File: src/rtl/hx8357_reader_if.sv
// Bundle between the HX8357 read-side controller and its host/panel environment.
// Host side: start, cmd_in, n_words in; busy, rd_data, rd_valid, done out.
// Panel side: CSx, DCx, WRx, RDx, DATA_out, DATA_oe out; DATA_in from the panel.
// master: the reader controller. slave: the host/panel environment.
interface hx8357_reader_if;
  logic        start;
  logic [15:0] cmd_in;
  logic [7:0]  n_words;
  logic        busy;
  logic [15:0] rd_data;
  logic        rd_valid;
  logic        done;
  logic        CSx;
  logic        DCx;
  logic        WRx;
  logic        RDx;
  logic [15:0] DATA_out;
  logic        DATA_oe;
  logic [15:0] DATA_in;

  modport master (
    input  start, cmd_in, n_words, DATA_in,
    output busy, rd_data, rd_valid, done, CSx, DCx, WRx, RDx, DATA_out, DATA_oe
  );

  modport slave (
    output start, cmd_in, n_words, DATA_in,
    input  busy, rd_data, rd_valid, done, CSx, DCx, WRx, RDx, DATA_out, DATA_oe
  );
endinterface

File: src/rtl/hx8357_reader.sv
// HX8357 8080-style read-side bus controller.
// Issues one command word with a WRx strobe, releases the bus, then performs
// timed RDx strobes and returns each captured word with a one-cycle rd_valid.
// Ports:
//   clk  - block clock (shared divided clock of the write path)
//   res  - asynchronous active-high reset
//   bus  - hx8357_reader_if.master: host request/response and panel pins
// Parameters: WR_LO/WR_HI command strobe low/high cycles, RD_LO/RD_HI read
// strobe low/high cycles.
// Build option: define HX8357_RD_DUMMY_EN to insert one discarded dummy read
// before the data reads (skipped entirely when n_words is 0).
// All outputs are registered from the next-state decode, so each output
// reflects the state of the cycle it appears in.
module hx8357_reader #(
  parameter int unsigned WR_LO = 1,
  parameter int unsigned WR_HI = 1,
  parameter int unsigned RD_LO = 4,
  parameter int unsigned RD_HI = 2
) (
  input logic             clk,
  input logic             res,
  hx8357_reader_if.master bus
);

`ifdef HX8357_RD_DUMMY_EN
  localparam logic DummyEn = 1'b1;
`else
  localparam logic DummyEn = 1'b0;
`endif

  // Phase timers count down from length-1 to 0.
  localparam logic [7:0] WrLoM1 = 8'(WR_LO - 1);
  localparam logic [7:0] WrHiM1 = 8'(WR_HI - 1);
  localparam logic [7:0] RdLoM1 = 8'(RD_LO - 1);
  localparam logic [7:0] RdHiM1 = 8'(RD_HI - 1);

  typedef enum logic [2:0] {
    StIdle, StSetup, StCmdLo, StCmdHi, StTurn, StRdLo, StRdHi, StDone
  } state_e;

  state_e      state_q, state_d;
  logic [7:0]  tmr_q, tmr_d;
  logic [8:0]  cnt_q, cnt_d;    // 9 bits: 255 words plus dummy must not wrap
  logic        dummy_q, dummy_d; // current read is the discarded dummy
  logic        tmr_zero;
  logic        accept;
  logic        capture;

  logic        csx_q, dcx_q, wrx_q, rdx_q, oe_q;
  logic [15:0] dout_q;
  logic [15:0] rd_data_q;
  logic        rd_valid_q, done_q, busy_q;

  assign tmr_zero = (tmr_q == 8'd0);
  assign accept   = (state_q == StIdle) && bus.start;

  always_comb begin
    state_d = state_q;
    tmr_d   = tmr_zero ? tmr_q : tmr_q - 8'd1;
    cnt_d   = cnt_q;
    dummy_d = dummy_q;
    capture = 1'b0;
    unique case (state_q)
      StIdle: begin
        if (bus.start) begin
          state_d = StSetup;
          cnt_d   = (bus.n_words == 8'd0) ? 9'd0 : {1'b0, bus.n_words} + {8'd0, DummyEn};
          dummy_d = DummyEn;
        end
      end
      StSetup: begin
        state_d = StCmdLo;
        tmr_d   = WrLoM1;
      end
      StCmdLo: begin
        if (tmr_zero) begin
          state_d = StCmdHi;
          tmr_d   = WrHiM1;
        end
      end
      StCmdHi: begin
        if (tmr_zero) state_d = StTurn;
      end
      StTurn: begin
        if (cnt_q == 9'd0) begin
          state_d = StDone;
        end else begin
          state_d = StRdLo;
          tmr_d   = RdLoM1;
        end
      end
      StRdLo: begin
        if (tmr_zero) begin
          state_d = StRdHi;
          tmr_d   = RdHiM1;
          cnt_d   = cnt_q - 9'd1;
          capture = !dummy_q;
          dummy_d = 1'b0;
        end
      end
      StRdHi: begin
        if (tmr_zero) begin
          if (cnt_q != 9'd0) begin
            state_d = StRdLo;
            tmr_d   = RdLoM1;
          end else begin
            state_d = StDone;
          end
        end
      end
      StDone:  state_d = StIdle;
      default: state_d = StIdle;
    endcase
  end

  always_ff @(posedge clk or posedge res) begin
    if (res) begin
      state_q <= StIdle;
      tmr_q   <= 8'd0;
      cnt_q   <= 9'd0;
      dummy_q <= 1'b0;
    end else begin
      state_q <= state_d;
      tmr_q   <= tmr_d;
      cnt_q   <= cnt_d;
      dummy_q <= dummy_d;
    end
  end

  // Registered outputs decoded from the next state.
  always_ff @(posedge clk or posedge res) begin
    if (res) begin
      csx_q      <= 1'b1;
      dcx_q      <= 1'b1;
      wrx_q      <= 1'b1;
      rdx_q      <= 1'b1;
      oe_q       <= 1'b0;
      dout_q     <= 16'd0;
      rd_data_q  <= 16'd0;
      rd_valid_q <= 1'b0;
      done_q     <= 1'b0;
      busy_q     <= 1'b0;
    end else begin
      csx_q      <= (state_d == StIdle) || (state_d == StDone);
      dcx_q      <= !(state_d inside {StSetup, StCmdLo, StCmdHi});
      wrx_q      <= (state_d != StCmdLo);
      rdx_q      <= (state_d != StRdLo);
      oe_q       <= state_d inside {StSetup, StCmdLo, StCmdHi};
      rd_valid_q <= capture;
      done_q     <= (state_d == StDone);
      busy_q     <= (state_d != StIdle);
      // The command latch doubles as the driven bus value.
      if (accept) dout_q <= bus.cmd_in;
      if (capture) rd_data_q <= bus.DATA_in;
    end
  end

  assign bus.CSx      = csx_q;
  assign bus.DCx      = dcx_q;
  assign bus.WRx      = wrx_q;
  assign bus.RDx      = rdx_q;
  assign bus.DATA_oe  = oe_q;
  assign bus.DATA_out = dout_q;
  assign bus.rd_data  = rd_data_q;
  assign bus.rd_valid = rd_valid_q;
  assign bus.done     = done_q;
  assign bus.busy     = busy_q;

endmodule

File: src/flat_wrapper.sv
// flat-port wrapper written by rule: the top's interface ports become plain ports
module hx8357_reader_flat 
#(
  parameter int unsigned WR_LO = 1,
  parameter int unsigned WR_HI = 1,
  parameter int unsigned RD_LO = 4,
  parameter int unsigned RD_HI = 2
)
  (clk, res, bus_start, bus_cmd_in, bus_n_words, bus_DATA_in, bus_busy, bus_rd_data, bus_rd_valid, bus_done, bus_CSx, bus_DCx, bus_WRx, bus_RDx, bus_DATA_out, bus_DATA_oe);
  hx8357_reader_if bus_i ();
  input logic clk;
  input logic res;
  input wire logic [$bits(bus_i.start)-1:0] bus_start;
  input wire logic [$bits(bus_i.cmd_in)-1:0] bus_cmd_in;
  input wire logic [$bits(bus_i.n_words)-1:0] bus_n_words;
  input wire logic [$bits(bus_i.DATA_in)-1:0] bus_DATA_in;
  output wire logic [$bits(bus_i.busy)-1:0] bus_busy;
  output wire logic [$bits(bus_i.rd_data)-1:0] bus_rd_data;
  output wire logic [$bits(bus_i.rd_valid)-1:0] bus_rd_valid;
  output wire logic [$bits(bus_i.done)-1:0] bus_done;
  output wire logic [$bits(bus_i.CSx)-1:0] bus_CSx;
  output wire logic [$bits(bus_i.DCx)-1:0] bus_DCx;
  output wire logic [$bits(bus_i.WRx)-1:0] bus_WRx;
  output wire logic [$bits(bus_i.RDx)-1:0] bus_RDx;
  output wire logic [$bits(bus_i.DATA_out)-1:0] bus_DATA_out;
  output wire logic [$bits(bus_i.DATA_oe)-1:0] bus_DATA_oe;
  assign bus_i.start = bus_start;
  assign bus_i.cmd_in = bus_cmd_in;
  assign bus_i.n_words = bus_n_words;
  assign bus_i.DATA_in = bus_DATA_in;
  assign bus_busy = bus_i.busy;
  assign bus_rd_data = bus_i.rd_data;
  assign bus_rd_valid = bus_i.rd_valid;
  assign bus_done = bus_i.done;
  assign bus_CSx = bus_i.CSx;
  assign bus_DCx = bus_i.DCx;
  assign bus_WRx = bus_i.WRx;
  assign bus_RDx = bus_i.RDx;
  assign bus_DATA_out = bus_i.DATA_out;
  assign bus_DATA_oe = bus_i.DATA_oe;
  hx8357_reader #(.WR_LO(WR_LO), .WR_HI(WR_HI), .RD_LO(RD_LO), .RD_HI(RD_HI)) u_core (.clk(clk), .res(res), .bus(bus_i));
endmodule
File: config.mk
export PLATFORM = sky130hd
export DESIGN_NAME = hx8357_reader_flat
export DESIGN_NICKNAME = d
export VERILOG_FILES = /design/src/rtl/hx8357_reader_if.sv /design/src/rtl/hx8357_reader.sv /design/src/flat_wrapper.sv
export SDC_FILE = /design/constraint.sdc
export NUM_CORES = 1
export LEC_CHECK = 0
export CAP_MARGIN = 20
export CORE_MARGIN = 2
export CORE_UTILIZATION = 42
export DETAILED_ROUTE_END_ITERATION = 10
export PLACE_DENSITY = 0.85
export REMOVE_ABC_BUFFERS = 1
export SLEW_MARGIN = 20
export SYNTH_ARGS = -nofsm -noshare
export SYNTH_HDL_FRONTEND = slang
export SYNTH_SLANG_ARGS = --single-unit
File: constraint.sdc
create_clock -name clk -period 2.4 [get_ports clk]
set_clock_uncertainty 0.2 [all_clocks]
set_input_delay 0.36 -clock clk [delete_from_list [all_inputs] [get_ports clk]]
set_output_delay 0.36 -clock clk [all_outputs]
set_load 0.01 [all_outputs]
After elaboration in Yosys (flattened, before gate mapping)
Index checks and enable logic that the tools add are counted.
{"block": "totals", "inputBits": 43, "regBits": 61, "wordCells": 69, "out_inout_bits": 40}
{"block": "op_classes", "reduce_logical": 14, "mux": 24, "n_addsub": 2, "eq_ne": 15}
{"cell": "$mux 8", "n": 7}
{"cell": "$pmux 8 s5", "n": 1}
{"cell": "$pmux 3 s8", "n": 1}
{"cell": "$mux 9", "n": 2}
{"cell": "$pmux 9 s2", "n": 1}
{"cell": "$logic_not 8->1", "n": 2}
{"cell": "$eq 3x3->1 const B", "n": 5}
{"cell": "$mux 3", "n": 5}
{"cell": "$eq 3x2->1 const B", "n": 4}
{"cell": "$logic_not 9->1", "n": 1}
{"cell": "$reduce_bool 9->1", "n": 1}
{"cell": "$sub 9x1->9 const B", "n": 1}
{"cell": "$sub 8x1->8 const B", "n": 1}
{"cell": "$eq 3x1->1 const B", "n": 2}
{"cell": "$logic_not 3->1", "n": 2}
{"cell": "$reduce_bool 3->1", "n": 2}
{"cell": "$mux 1", "n": 4}
{"cell": "$mux 2", "n": 2}
{"cell": "$ne 3x2->1 const B", "n": 1}
{"cell": "$ne 3x3->1 const B", "n": 1}
{"cell": "$reduce_and 3->1", "n": 1}
{"cell": "$logic_not 1->1", "n": 2}
{"cell": "$ne 2x1->1 const B", "n": 1}
{"cell": "$ne 2x2->1 const B", "n": 1}
{"cell": "4 further kinds", "n": 4}

Logic depth before layout (Yosys ltp)
{"block": "logic_depth", "ltp_word": 7, "ltp_mapped": 10, "depth_no_buf": 10}

Worst setup path after synthesis
Ideal clock, no wire load.
{"block": "synth_path", "path_type": "register to register", "start": "register u_core.tmr_q[0]", "end": "register u_core.tmr_q[0]", "path_buffers": 0, "arrival_time_ps": 1997, "setup_time_ps": 124, "stages_incl_launch_ff": 11, "required_time_ps": 2076, "setup_slack_ps": 79, "period_less_slack_ps": 2321, "cell_sequence": "dfrtp_1 > inv_1 > ha_1 > or4b_1 > nor2_1 > inv_1 > ha_1 > nor2b_1 > o21ai_0 > o311a_1 > a21oi_1"}
{"block": "synth_via", "elab_chain_cells": 5, "elab_cells_between_ends": 9, "cone_classes": "add/sub (1); mux (7); reduce/logical (1)"}
{"element": "from (decl)", "line": "hx8357_reader.sv:42", "source": "logic [7:0] tmr_q, tmr_d;"}
{"element": "from (signal assigned)", "line": "hx8357_reader.sv:124", "source": "tmr_q <= tmr_d;"}
{"element": "$sub 8x1->8 / $logic_not 8->1 (equally long branches)", "line": "hx8357_reader.sv:59, hx8357_reader.sv:54"}
{"element": "$mux 8", "line": "hx8357_reader.sv:59", "source": "tmr_d = tmr_zero ? tmr_q : tmr_q - 8'd1;"}
{"element": "$mux 8", "line": "hx8357_reader.sv:103", "source": "if (cnt_q != 9'd0) begin"}
{"element": "$mux 8", "line": "hx8357_reader.sv:102", "source": "if (tmr_zero) begin"}
{"element": "$pmux 8 s5 *", "line": "hx8357_reader.sv:63", "source": "unique case (state_q)"}
{"element": "net u_core.tmr_d[0]", "line": "hx8357_reader.sv:42"}
Mark *: on every way through the listed nets, which the timed path passes. The rest lies on a longest branch.
A chain may end at the register's enable or synchronous reset.

Worst setup path in the final report
Same ends and word-level chain as after synthesis.

==> reports/results.ini <==
[status]
status = finished clean

[routing]
routed.top_layer = met4
drc = 0
detail_route.vias_per_cell = 5.42
drtIter0Drc = 148
routed-wl-met2_microns = 3400
wl_microns = 6950
dr.pass1.iters = 5
wl_per_cell_microns = 16.7
vias = 2253
wl_met3_microns = 626
wl_met1_microns = 2780
ant_nets = 0

[logic_synthesis]
netlist_area_sq_um = 2760
synthArstFlopShare_pct = 100
synth-seq-area-share_pct = 54.7
ys.flop_type = dfrtp_1
syn_avg_cell_area_sq_um = 11.5
postSynthCellCount = 239
yosys_warnings = 0
synth-seq-cells = 60
synth_edf_count = 0
synth_cell_type_count = 49

[clocking]
clk_pin_slew_ps = 70
cts_made_buffers = 9
cts_htree_levels = 3
cts_hold_buf = 0
cts_tree = done
cts_sinks = 60
clockRootBuffer = clkbuf_8
clock_latency_ps = 340
clock_path_buffers = 2
post-cts-setup-buffers = 0

[sta]
slew_violations = 0
setup_viol = 0
timing.hold.ws_ps = 98.2
period_share_pct = 97.0
max_freq_mhz = 430
slew_headroom_pct = 61.1
fin_crit_ps = 2330
rsz0062_at_grt = false
hold_viol = 0
worst_slew_pin_slew_ps = 579

[die]
floorplan.initialDensity_pct = 43.4
pin_count = 83
die_h_microns = 85.0
rows = 29
dieArea_sq_um = 7230
die_x_microns = 85.0
core_area_sq_um = 6350

[worst_hold_path]
hold_path_class = primary input to asynchronous set/reset pin

[layout]
area_growth_pct = 44.0
nets = 382
fin_util_pct = 62.5
final_cell_mix = clkdlybuf4s50_1 (82), dfrtp_1 (56), mux2_2 (32)
final_layout_size_suffix_gt1_share_pct = 23.3
mostFrequentLayoutCell = clkdlybuf4s50_1
n_antenna_cell = 0

[pwr]
peakVddDrop_v = 0.000687
switching_share_pct = 35.3
power.share.sequential_pct = 37.9
p_total_mw = 4.33
leakagePower_nw = 1.64
switchingPower_mw = 1.53
p_int_mw = 2.80
comb_power_share_pct = 40.9
p_per_area_nw_per_um2 = 1090
power.share.clock_pct = 21.2

[setup_path]
cp.required_ps = 2410
slowest_stage = or4b_4
crit_buf_inv = 2
cp_cell_sequence = inv_1, ha_1, or4b_4, nor2_4, inv_2, ha_1, nor2b_1, o21ai_1, o311a_1, a21oi_1
end_kind = register
max_stage_delay_ps = 490
worst-setup-path-type = register to register
crit_family = simple AND/OR/NAND/NOR gates
path_max_fanout = 6
arrival_ps = 2340
cpMostUsedCell = ha_1
critPathLaunchType = register

[grt]
grt_pass1_vias = 2382
grt-ovfl-total = 0
grtUsageTotal_pct = 19.9
grt_pass1_wl_microns = 11300
grt_max_degree = 26
antenna_found_initial = 0

[place]
io_buffers = 82
gp_congestion = 0.821
dp_hpwl_microns = 5010

[flow_run]
maxCapViolations = 0

[registers in the layout (all words and copies together), names as in the netlist, 3 cells and up]
name,flops
u_core.bus.DATA_out,16
u_core.cnt_q,9
u_core.tmr_q,8
u_core.state_q,3
u_core.bus.rd_data,16
[power groups by stage]
stage                     Sequential, mW  Combinational, mW  Clock (mW)
after CTS                           1.63               1.75       0.927
after global placement              1.61               1.66           0
after detailed placement            1.65               1.73           0
after floorplan                     1.72              0.838           0
final                               1.64               1.77       0.918
after global routing                1.68               1.93       0.974
[metrics by stage]
stage                     cell area (sq um)  cells  setup slack (ps)  TNS, ps
after floorplan                        2710    227              -639    -9550
after global placement                 3740    400               107        0
after detailed placement               3740    400             -77.1    -77.1
after CTS                              3950    416              11.3        0
after global routing                   3970    416              5.81        0
final                                  3970    416              72.2        0
[cell type report]
class                   count  area (sq um)
clock buffers              10           138
clock inverters             6          63.8
fillers                   458          2380
inverters                  12          45.0
multi-input cells         155          1190
flip-flops and latches     60          1510
well taps                  77          96.3
repair buffers             96           926
[Yosys cell counts, types with 2 or more instances]
master	n	area [sq um]
dfrtp_1	56	1400
mux2_2	32	360
o21ai_0	16	80.1
nor2_1	15	56.3
inv_1	12	45.0
nor3_1	11	55.1
a21oi_1	10	50.1
clkbuf_1	8	30.0
nand2_1	7	26.3
ha_1	5	62.6
buf_2	4	20.0
dfstp_2	4	105
nand2b_1	4	25.0
or3_1	4	25.0
a22oi_1	3	22.5
nand3_1	3	15.0
nor2b_1	3	18.8
a21boi_0	2	15.0
a221oi_1	2	17.5
a31oi_1	2	12.5
mux2i_1	2	20.0
nor4_1	2	12.5
o211ai_1	2	15.0
o31ai_1	2	15.0
o32ai_1	2	17.5
or4_4	2	22.5
xnor2_1	2	17.5
[timing repair]
| item | in CTS | in global routing |
|---|---|---|
| gates resized for setup | 3 | 5 |
| endpoints found under the setup margin | 1 | 8 |
| pin swaps | 0 | 0 |
[cell families after synthesis]
family	Yosys count	share of synthesized area (%)
buf+inv	24	3.45
mux	34	13.8
fa+ha+maj	5	2.27
xor+xnor	3	0.953
simple gates	60	12.3
flops	60	54.7
compound gates	53	12.6
[path summary, 6_finish.rpt]
path	cells after the start	start	to	slack, ps
worst max-delay path	10	u_core.tmr_q[0]$_DFF_PP0_	u_core.tmr_q[0]$_DFF_PP0_	70
worst min-delay path	2	res	u_core.bus.DATA_out[4]$_DFFE_PP0P_	100
worst max register to register	10	u_core.tmr_q[0]$_DFF_PP0_	u_core.tmr_q[0]$_DFF_PP0_	70
worst min register to register	1	u_core.bus.rd_data[8]$_DFFE_PP0P_	u_core.bus.rd_data[8]$_DFFE_PP0P_	310
max in group asynchronous	3	res	u_core.tmr_q[3]$_DFF_PP0_	1250
min in group clk	1	u_core.bus.rd_data[8]$_DFFE_PP0P_	u_core.bus.rd_data[8]$_DFFE_PP0P_	310
[per-layer routing]
metal / global-route usage, % / up-vias
li1: - / 1061
met1: 21.7 / 1083
met4: 7.50 / 0
met3: 10.1 / 15
met5: 0 / -
met2: 33.3 / 94
(Power assumes the default switching activity.)
